File: src/rtl/cpu_reset_seq_pkg.sv
// Shared types and constants for the Nios II soft-reset sequencer.
// Cause bit positions are fixed by software, which decodes the sticky register.
package cpu_reset_seq_pkg;

  typedef enum logic [1:0] {
    IDLE    = 2'd0,
    REQ     = 2'd1,
    HOLD    = 2'd2,
    RELEASE = 2'd3
  } seq_state_e;

  localparam int CAUSE_SWI  = 0;
  localparam int CAUSE_HOST = 1;
  localparam int CAUSE_WDT  = 2;
  localparam int CAUSE_TMO  = 3;

  function automatic int cnt_width(input int tmo, input int hold, input int guard);
    int m;
    m = tmo;
    if (hold > m) m = hold;
    if (guard > m) m = guard;
    return $clog2(m + 1);
  endfunction

endpackage

File: src/rtl/cpu_reset_sequencer_if.sv
// Request, CPU handshake and status signals of the soft-reset sequencer.
// The sequencer takes the slave side; requesters, CPU and host take the master side.
interface cpu_reset_sequencer_if;

  logic       req_swi;
  logic       req_host;
  logic       req_wdt;
  logic       cpu_resettaken;
  logic       cause_clr;
  logic       cpu_resetrequest;
  logic       periph_reset;
  logic       busy;
  logic [3:0] cause;

  modport master (
    output req_swi, req_host, req_wdt, cpu_resettaken, cause_clr,
    input  cpu_resetrequest, periph_reset, busy, cause
  );

  modport slave (
    input  req_swi, req_host, req_wdt, cpu_resettaken, cause_clr,
    output cpu_resetrequest, periph_reset, busy, cause
  );

endinterface

File: src/rtl/reset_req_sync.sv
// Two-flop synchroniser for an asynchronous level request, followed by a
// rising-edge detector so a held level produces exactly one trigger pulse.
module reset_req_sync (
  input  logic clock_core_sig,
  input  logic qsys_reset_n_sig,
  input  logic req_async,
  output logic req_edge
);

  logic meta_q;
  logic sync_q;
  logic prev_q;

  always_ff @(posedge clock_core_sig or negedge qsys_reset_n_sig) begin
    if (!qsys_reset_n_sig) begin
      meta_q <= 1'b0;
      sync_q <= 1'b0;
      prev_q <= 1'b0;
    end else begin
      meta_q <= req_async;
      sync_q <= meta_q;
      prev_q <= sync_q;
    end
  end

  assign req_edge = sync_q & ~prev_q;

endmodule

File: src/rtl/cpu_reset_sequencer.sv
// Nios II soft-reset sequencer: arbitrates swi/host/wdt requests into one
// cpu_resetrequest/cpu_resettaken handshake plus a peripheral reset pulse.
//
//   state   | meaning
//   IDLE    | waiting for a request edge
//   REQ     | cpu_resetrequest high, waiting for cpu_resettaken or timeout
//   HOLD    | cpu_resetrequest and periph_reset high for HOLD_CYC cycles
//   RELEASE | outputs low, new edges ignored for GUARD_CYC cycles
module cpu_reset_sequencer
  import cpu_reset_seq_pkg::*;
#(
  parameter int TIMEOUT_CYC = 1024,
  parameter int HOLD_CYC    = 16,
  parameter int GUARD_CYC   = 64
) (
  input  logic                  clock_core_sig,
  input  logic                  qsys_reset_n_sig,
  cpu_reset_sequencer_if.slave  bus
);

  localparam int CW = cnt_width(TIMEOUT_CYC, HOLD_CYC, GUARD_CYC);

  localparam logic [CW-1:0] CNT_ONE    = CW'(1);
  localparam logic [CW-1:0] TMO_LAST   = CW'(TIMEOUT_CYC - 1);
  localparam logic [CW-1:0] HOLD_LOAD  = CW'(HOLD_CYC);
  localparam logic [CW-1:0] GUARD_LOAD = CW'(GUARD_CYC);

  logic          swi_edge;
  logic          host_edge;
  logic          wdt_edge;
  logic          trig;

  seq_state_e    state_q;
  seq_state_e    state_d;
  logic [CW-1:0] cnt_q;
  logic [CW-1:0] cnt_d;
  logic          tmo_set;
  logic [3:0]    cause_set;
  logic [3:0]    cause_q;
  logic [3:0]    cause_d;
  logic          resetrequest_q;
  logic          periph_reset_q;

  reset_req_sync u_sync_swi (
    .clock_core_sig   (clock_core_sig),
    .qsys_reset_n_sig (qsys_reset_n_sig),
    .req_async        (bus.req_swi),
    .req_edge         (swi_edge)
  );

  reset_req_sync u_sync_host (
    .clock_core_sig   (clock_core_sig),
    .qsys_reset_n_sig (qsys_reset_n_sig),
    .req_async        (bus.req_host),
    .req_edge         (host_edge)
  );

  // The watchdog already issues a one-cycle pulse in this clock domain.
  assign wdt_edge = bus.req_wdt;
  assign trig     = swi_edge | host_edge | wdt_edge;

  always_comb begin
    state_d = state_q;
    cnt_d   = cnt_q;
    tmo_set = 1'b0;
    unique case (state_q)
      IDLE: begin
        if (trig) begin
          state_d = REQ;
          cnt_d   = '0;
        end
      end
      REQ: begin
        if (bus.cpu_resettaken) begin
          state_d = HOLD;
          cnt_d   = HOLD_LOAD;
        end else if (cnt_q >= TMO_LAST) begin
          state_d = HOLD;
          cnt_d   = HOLD_LOAD;
          tmo_set = 1'b1;
        end else begin
          cnt_d = cnt_q + CNT_ONE;
        end
      end
      HOLD: begin
        if (cnt_q <= CNT_ONE) begin
          state_d = RELEASE;
          cnt_d   = GUARD_LOAD;
        end else begin
          cnt_d = cnt_q - CNT_ONE;
        end
      end
      RELEASE: begin
        if (cnt_q <= CNT_ONE) begin
          state_d = IDLE;
          cnt_d   = '0;
        end else begin
          cnt_d = cnt_q - CNT_ONE;
        end
      end
      default: begin
        state_d = IDLE;
        cnt_d   = '0;
      end
    endcase
  end

  // A set in the same cycle as cause_clr wins for that bit.
  always_comb begin
    cause_set            = '0;
    cause_set[CAUSE_SWI]  = swi_edge;
    cause_set[CAUSE_HOST] = host_edge;
    cause_set[CAUSE_WDT]  = wdt_edge;
    cause_set[CAUSE_TMO]  = tmo_set;
    cause_d = (cause_q & {4{~bus.cause_clr}}) | cause_set;
  end

  always_ff @(posedge clock_core_sig or negedge qsys_reset_n_sig) begin
    if (!qsys_reset_n_sig) begin
      state_q        <= IDLE;
      cnt_q          <= '0;
      cause_q        <= '0;
      resetrequest_q <= 1'b0;
      periph_reset_q <= 1'b0;
    end else begin
      state_q        <= state_d;
      cnt_q          <= cnt_d;
      cause_q        <= cause_d;
      resetrequest_q <= (state_d == REQ) || (state_d == HOLD);
      periph_reset_q <= (state_d == HOLD);
    end
  end

  assign bus.cpu_resetrequest = resetrequest_q;
  assign bus.periph_reset     = periph_reset_q;
  assign bus.busy             = (state_q != IDLE);
  assign bus.cause            = cause_q;

endmodule

File: src/flat_wrapper.sv
// flat-port wrapper written by rule: the top's interface ports become plain ports
module cpu_reset_sequencer_flat import cpu_reset_seq_pkg::*;
#(
  parameter int TIMEOUT_CYC = 1024,
  parameter int HOLD_CYC    = 16,
  parameter int GUARD_CYC   = 64
)
  (clock_core_sig, qsys_reset_n_sig, bus_req_swi, bus_req_host, bus_req_wdt, bus_cpu_resettaken, bus_cause_clr, bus_cpu_resetrequest, bus_periph_reset, bus_busy, bus_cause);
  cpu_reset_sequencer_if bus_i ();
  input  logic clock_core_sig;
  input  logic qsys_reset_n_sig;
  input wire logic [$bits(bus_i.req_swi)-1:0] bus_req_swi;
  input wire logic [$bits(bus_i.req_host)-1:0] bus_req_host;
  input wire logic [$bits(bus_i.req_wdt)-1:0] bus_req_wdt;
  input wire logic [$bits(bus_i.cpu_resettaken)-1:0] bus_cpu_resettaken;
  input wire logic [$bits(bus_i.cause_clr)-1:0] bus_cause_clr;
  output wire logic [$bits(bus_i.cpu_resetrequest)-1:0] bus_cpu_resetrequest;
  output wire logic [$bits(bus_i.periph_reset)-1:0] bus_periph_reset;
  output wire logic [$bits(bus_i.busy)-1:0] bus_busy;
  output wire logic [$bits(bus_i.cause)-1:0] bus_cause;
  assign bus_i.req_swi = bus_req_swi;
  assign bus_i.req_host = bus_req_host;
  assign bus_i.req_wdt = bus_req_wdt;
  assign bus_i.cpu_resettaken = bus_cpu_resettaken;
  assign bus_i.cause_clr = bus_cause_clr;
  assign bus_cpu_resetrequest = bus_i.cpu_resetrequest;
  assign bus_periph_reset = bus_i.periph_reset;
  assign bus_busy = bus_i.busy;
  assign bus_cause = bus_i.cause;
  cpu_reset_sequencer #(.TIMEOUT_CYC(TIMEOUT_CYC), .HOLD_CYC(HOLD_CYC), .GUARD_CYC(GUARD_CYC)) u_core (.clock_core_sig(clock_core_sig), .qsys_reset_n_sig(qsys_reset_n_sig), .bus(bus_i));
endmodule
File: config.mk
export PLATFORM = sky130hd
export DESIGN_NAME = cpu_reset_sequencer_flat
export DESIGN_NICKNAME = d
export VERILOG_FILES = /design/src/rtl/cpu_reset_seq_pkg.sv /design/src/rtl/cpu_reset_sequencer_if.sv /design/src/rtl/reset_req_sync.sv /design/src/rtl/cpu_reset_sequencer.sv /design/src/flat_wrapper.sv
export SDC_FILE = /design/constraint.sdc
export NUM_CORES = 1
export LEC_CHECK = 0
export CAP_MARGIN = 20
export CORE_MARGIN = 2
export CORE_UTILIZATION = 55
export CTS_CLUSTER_DIAMETER = 200
export DETAILED_ROUTE_END_ITERATION = 7
export PLACE_DENSITY_LB_ADDON = 0.05
export SETUP_SLACK_MARGIN = 0.3
export SLEW_MARGIN = 0
export SYNTH_ARGS = -nofsm -noshare
export SYNTH_HDL_FRONTEND = slang
export SYNTH_SLANG_ARGS = --single-unit
File: constraint.sdc
create_clock -name clock_core_sig -period 3.28 [get_ports clock_core_sig]
set_input_delay 0.492 -clock clock_core_sig [delete_from_list [all_inputs] [get_ports clock_core_sig]]
set_output_delay 0.492 -clock clock_core_sig [all_outputs]
set_load 0.1 [all_outputs]
### After elaboration in Yosys (flattened, before gate mapping)

Index checks and enable logic that the tools add are counted.

* output and inout bits: 7
* input bits: 7
* flip-flop bits (word level): 25
* word-level logic and storage cells: 48

* multiplexer cells: 15
* equality and inequality tests: 6
* reductions and logical operators: 3
* bitwise operators: 9
* magnitude comparators: 2
* add/sub/neg operators: 2

Operators by type and width (count)
* two-way mux 11 bit: 5
* one-hot mux 11 bit (4 select lines): 1
* adder 11 x 1 -> 11 bit, second input constant: 1
* >= comparator 11 x 10 -> 1 bit, second input constant: 1
* less-or-equal comparator 11 x 1 -> 1 bit, second input constant: 1
* subtractor 11 x 1 -> 11 bit, second input constant: 1
* two-way mux 2 bit: 5
* one-hot mux 2 bit (4 select lines): 1
* == test 2 bit, second input constant: 3
* bitwise AND 4 bit: 1
* == test 2 x 1 -> 1 bit, second input constant: 2
* bitwise OR 4 bit: 1
* two-way mux 1 bit: 3
* NOT 1 bit: 3
* bitwise AND 1 bit: 2
* logical NOT 2 bit: 1
* != test 2 x 1 -> 1 bit, second input constant: 1
* bitwise OR 1 bit: 2
* nonzero test 2 bit: 1
* logical OR 1 bit: 1

### Longest topological paths before layout

* depth after elaboration: 8
* depth in mapped cells: 9
* mapped depth without buffers: 9

### Cells and area by module

From an unflattened synthesis, not the netlist that was laid out.

* cells, all modules: 145
* area total of the unflattened synthesis: 1535.2 sq um

By module, submodules not included
* cpu_reset_sequencer: area an instance 1357.6 sq um, instances 1, cells an instance 137
* reset_req_sync: area an instance 88.8 sq um, instances 2, cells an instance 4

### Worst setup path before layout

No wires, ideal clock.

* path kind: register -> register
* start point: register u_core.cnt_q[0]
* end point: register u_core.resetrequest_q (netlist: u_core.bus.cpu_resetrequest)
* arrival: 1857 ps
* setup slack: 1311 ps
* stages on the path, launching flop included: 9
* buffers on the path: 0
* data required time: 3167 ps
* library setup time: 113 ps
* path through: dfrtp_1 > ha_1 > a21oi_1 > nor4_4 > or3_1 > a21oi_1 > a21oi_1 > ha_1 > inv_1

* longest elaborated chain between the ends: 6
* elaborated cells between the ends (all ways): 10
* those cells by class: order compare: 2; eq/ne: 2; mux: 5; reduce/logical: 1

Ends and longest elaborated chain
* start, declared: RTL line cpu_reset_sequencer.sv:35 `logic [CW-1:0] cnt_q;`
* start signal, assigned: RTL line cpu_reset_sequencer.sv:127 `cnt_q <= cnt_d;`
* >= comparator 11 x 10 -> 1 bit: RTL line cpu_reset_sequencer.sv:77 `end else if (cnt_q >= TMO_LAST) begin`
* two-way mux 2 bit: RTL line cpu_reset_sequencer.sv:77
* two-way mux 2 bit: RTL line cpu_reset_sequencer.sv:74 `if (bus.cpu_resettaken) begin`
* one-hot mux 2 bit (4 select lines) (*): RTL line cpu_reset_sequencer.sv:66 `unique case (state_q)`
* net u_core.state_d[1]: RTL line cpu_reset_sequencer.sv:34 `seq_state_e state_d;`
* == test 2 x 1 -> 1 bit or == test 2 bit (tied branches): RTL line cpu_reset_sequencer.sv:129 `resetrequest_q <= (state_d == REQ) || (state_d == HOLD);`
* logical OR 1 bit (*): RTL line cpu_reset_sequencer.sv:129
* end signal, assigned: RTL line cpu_reset_sequencer.sv:129
* end, declared: RTL line cpu_reset_sequencer.sv:41 `logic resetrequest_q;`

Mark *: on every way through the listed nets, which the timed path passes. The rest lies on a longest branch.
A chain may end at the register's enable or synchronous reset.

### Worst setup path in the final report

* start point: register u_core.state_q[0]
* end point: output bus_busy

* longest elaborated chain between the ends: 1

Ends and longest elaborated chain
* start, declared: RTL line cpu_reset_sequencer.sv:33 `seq_state_e state_q;`
* start signal, assigned: RTL line cpu_reset_sequencer.sv:126 `state_q <= state_d;`
* nonzero test 2 bit: RTL line cpu_reset_sequencer.sv:136 `assign bus.busy = (state_q != IDLE);`
* end, declared: RTL line flat_wrapper.sv:19 `output wire logic [$bits(bus_i.busy)-1:0] bus_busy;`

No other way between the ends.

==> run summary <==
Seq/Total Area, Yosys = 45.6%
Largest net degree at the start of global routing = 26
Largest stage delay on the critical path = 1120 ps
Worst EP arrival = 2130 ps
Final Hold Vio Count = 0
Die width = 53.9 um
CP delay by family, top = buffers and inverters
CP startpoint kind = register
CP Class = register to output port
First-pass DRT Iterations = 4
Period minus WS final = 2620 ps
Non-Filler Instances = 188
Via count = 1172
Reg2Reg Depth = 6
WHS Endpoint = u_core.u_sync_swi.sync_q
Wire per inst = 15.7 um
DR DRC count = 0
RSZ-0062 raised after global routing = false
Post-CTS sizing = 0
Leak = 0.657 nW
Hold path start = u_core.u_sync_swi.meta_q
Worst slew margin = 35.3%
Die height = 53.9 um
Vias per cell = 6.23
Mapped Nets = 158
CP cell instances = or2_2 -> clkdlybuf4s50_1
Num CTS Buffers = 3
Core area = 2410 um^2
Most frequent cells in the layout = 25 x dfrtp_1, 14 x nor2_1, 13 x clkdlybuf4s50_1
Clock Tree Root = clkbuf_4
Critical Path RT = 2790 ps
Post-synth EDFFs = 0
Setup crit end kind = output port
Async SR Flop Fraction = 100%
YS warnings = 0
Crit-path slowest cell = clkdlybuf4s50_1
Setup bufs post-CTS = 0
Total track usage = 23.4%
Reg2Reg Setup Slack = 1020 ps
Initial DRC count = 53
# IOs = 14
Starting density of the core = 56.9%
Row Count = 18
Clk slew on worst S/H paths = 140 ps
Cts hold-fix bufs = 0
Most common cell after layout, fill and taps aside = dfrtp_1
WP buf/inv = 1
Main synth FF type = dfrtp_1
Hold depth = 0
Grt ovf = 0
HPWL Detailed = 2140 um
Fmax = 382 MHz
Bufs on Longest Clock Path = 2
Fin Setup TNS = 0 ps
DRT Wirelength = 2950 um
Syn Area/Cell = 9.33 um^2
Number of distinct library cells after synthesis = 44
Inst Count DP = 184
Max_cap viols = 0
PortBufs = 13
FF-to-FF End = u_core.bus.cpu_resetrequest
Met3 Use GR = 4.17%
Worst skew pair latency = 320 ps
Synthesis-to-layout area growth = 12.9%
Post-Syn Area = 1370 um^2
Final setup violation count = 0
Placer Congestion = 0.923
Worst vdd ir = 0.000572 V
Routed Antenna Nets = 0
Vias in the first global route = 1085
Area of the multi-input gates = 683 um^2
Post-synth top area share = 45.6%
Max-slew violations = 0
Seq cells post-synth = 25
Die Area = 2910 um^2
Global routing's busiest layer = met2
H-tree lvl count = 1
PD cells = 857 nW/um^2
Ranking of synthesized cells by area = dfrtp_1 46%, nor2_1 3.8%, ha_1 3.6%
Cell accounting for the most synthesized area = dfrtp_1
Worst-Margin Slew = 968 ps
Met2 Use GR = 35.8%
CP Max Fanout = 8
Met1 Usage GRT = 32.5%
Initial antenna violation count = 0
Clock Sinks = 25
R2r startpoint = u_core.cnt_q[5]
First-pass GRT wire length = 4880 um
Status = complete, no violations
Nets = 170
Gate Count Post-Synth = 147
HP Class = register to register
Share of layout cells above drive strength 1 = 6.96%
Period Utilization, post-route = 79.9%
CTS tree = done
Filler cell count = 195
FF+latch area = 626 um^2
Layout Skew = 3.08 ps
Ant diodes = 0
## Yosys cell counts, types with 2 or more instances
library cell,instances
dfrtp_1,25
nor2_1,14
nand2_1,12
inv_1,9
a31oi_1,7
a21oi_1,5
clkbuf_1,5
o21ai_0,5
o21ai_1,5
ha_1,4
nand4_1,4
nor3_1,4
a221oi_1,3
and2_1,3
o22a_1,3
o22ai_1,3
a21o_1,2
buf_2,2
nand2b_1,2
nand3_1,2
nor4_1,2
o211a_1,2
or2_2,2
or3_1,2
## power breakdown
group	leakage, nW	total (W)	internal (W)	switching, W
Sequential	0.298	0.000557	0.000401	0.000156
Clock	0.0139	0.000144	0.0000467	0.0000974
Combinational	0.344	0.000626	0.000228	0.000398
## logic make-up after synthesis
| family | synth area share (%) |
|---|---|
| XOR/XNOR | 0.639 |
| adder cells (fa/ha/maj) | 3.65 |
| multiplexers | 0.730 |
| flip-flops | 45.6 |
| AO/OA/AOI/OAI | 22.0 |
| buffers and inverters | 4.56 |
| AND/OR/NAND/NOR | 22.8 |
## worst register-to-register path: cells and delay by family, from the launching register on
family          cells  cell delay [ps]
flops               1              500
buf+inv             1               40
simple gates        1              400
compound gates      3              970
fa+ha+maj           1              270
## sequential cells by signal, summed over array words and instances (netlist names)
signal,count
u_core.bus.cause,4
u_core.u_sync_swi.prev_q,1
u_core.u_sync_swi.sync_q,1
u_core.u_sync_host.prev_q,1
u_core.bus.periph_reset,1
u_core.state_q,2
u_core.cnt_q,11
u_core.u_sync_swi.meta_q,1
u_core.u_sync_host.sync_q,1
u_core.bus.cpu_resetrequest,1
u_core.u_sync_host.meta_q,1
## metrics by stage
stage	util (%)	setup WS, ps	hold WS, ps	power [W]	area, um^2
finish	64.2	659	364	0.00133	1550
global route	64.2	575	374	0.00142	1550
CTS	64.2	645	368	0.00133	1550
detailed placement	63.0	993	336	0.00118	1520
global placement	63.0	1030	334	0.00116	1520
floorplan	-	1310	196	0.00103	1370
## worst max path at each step
| stage | from | endpoint | slack (ps) | cells after the start |
|---|---|---|---|---|
| floorplan | u_core.cnt_q[0] | u_core.bus.cpu_resetrequest | 1310 | 8 |
| global placement | bus_cpu_resettaken | u_core.bus.cpu_resetrequest | 1030 | 6 |
| detailed placement | bus_cpu_resettaken | u_core.bus.cpu_resetrequest | 990 | 6 |
| CTS | u_core.state_q[0] | bus_busy | 650 | 2 |
| global route | u_core.state_q[0] | bus_busy | 570 | 2 |
| finish | u_core.state_q[0] | bus_busy | 660 | 2 |
## layer usage
layer  share of wire (%)  up-vias
met5                   0        -
met4                 2.0        0
met3                 5.6        7
met2                  47       42
met1                  46      560
li1                    -      563
## cell type report
| type | instances | area share (%) |
|---|---|---|
| multi-input cells | 106 | 44.1 |
| flip-flops and latches | 25 | 40.4 |
| repair buffers | 14 | 8.89 |
| well taps | 30 | 2.43 |
| inverters | 9 | 2.18 |
| clock buffers | 3 | 1.46 |
| clock inverters | 1 | 0.485 |
Note: power is estimated with default switching activity, not from simulation.
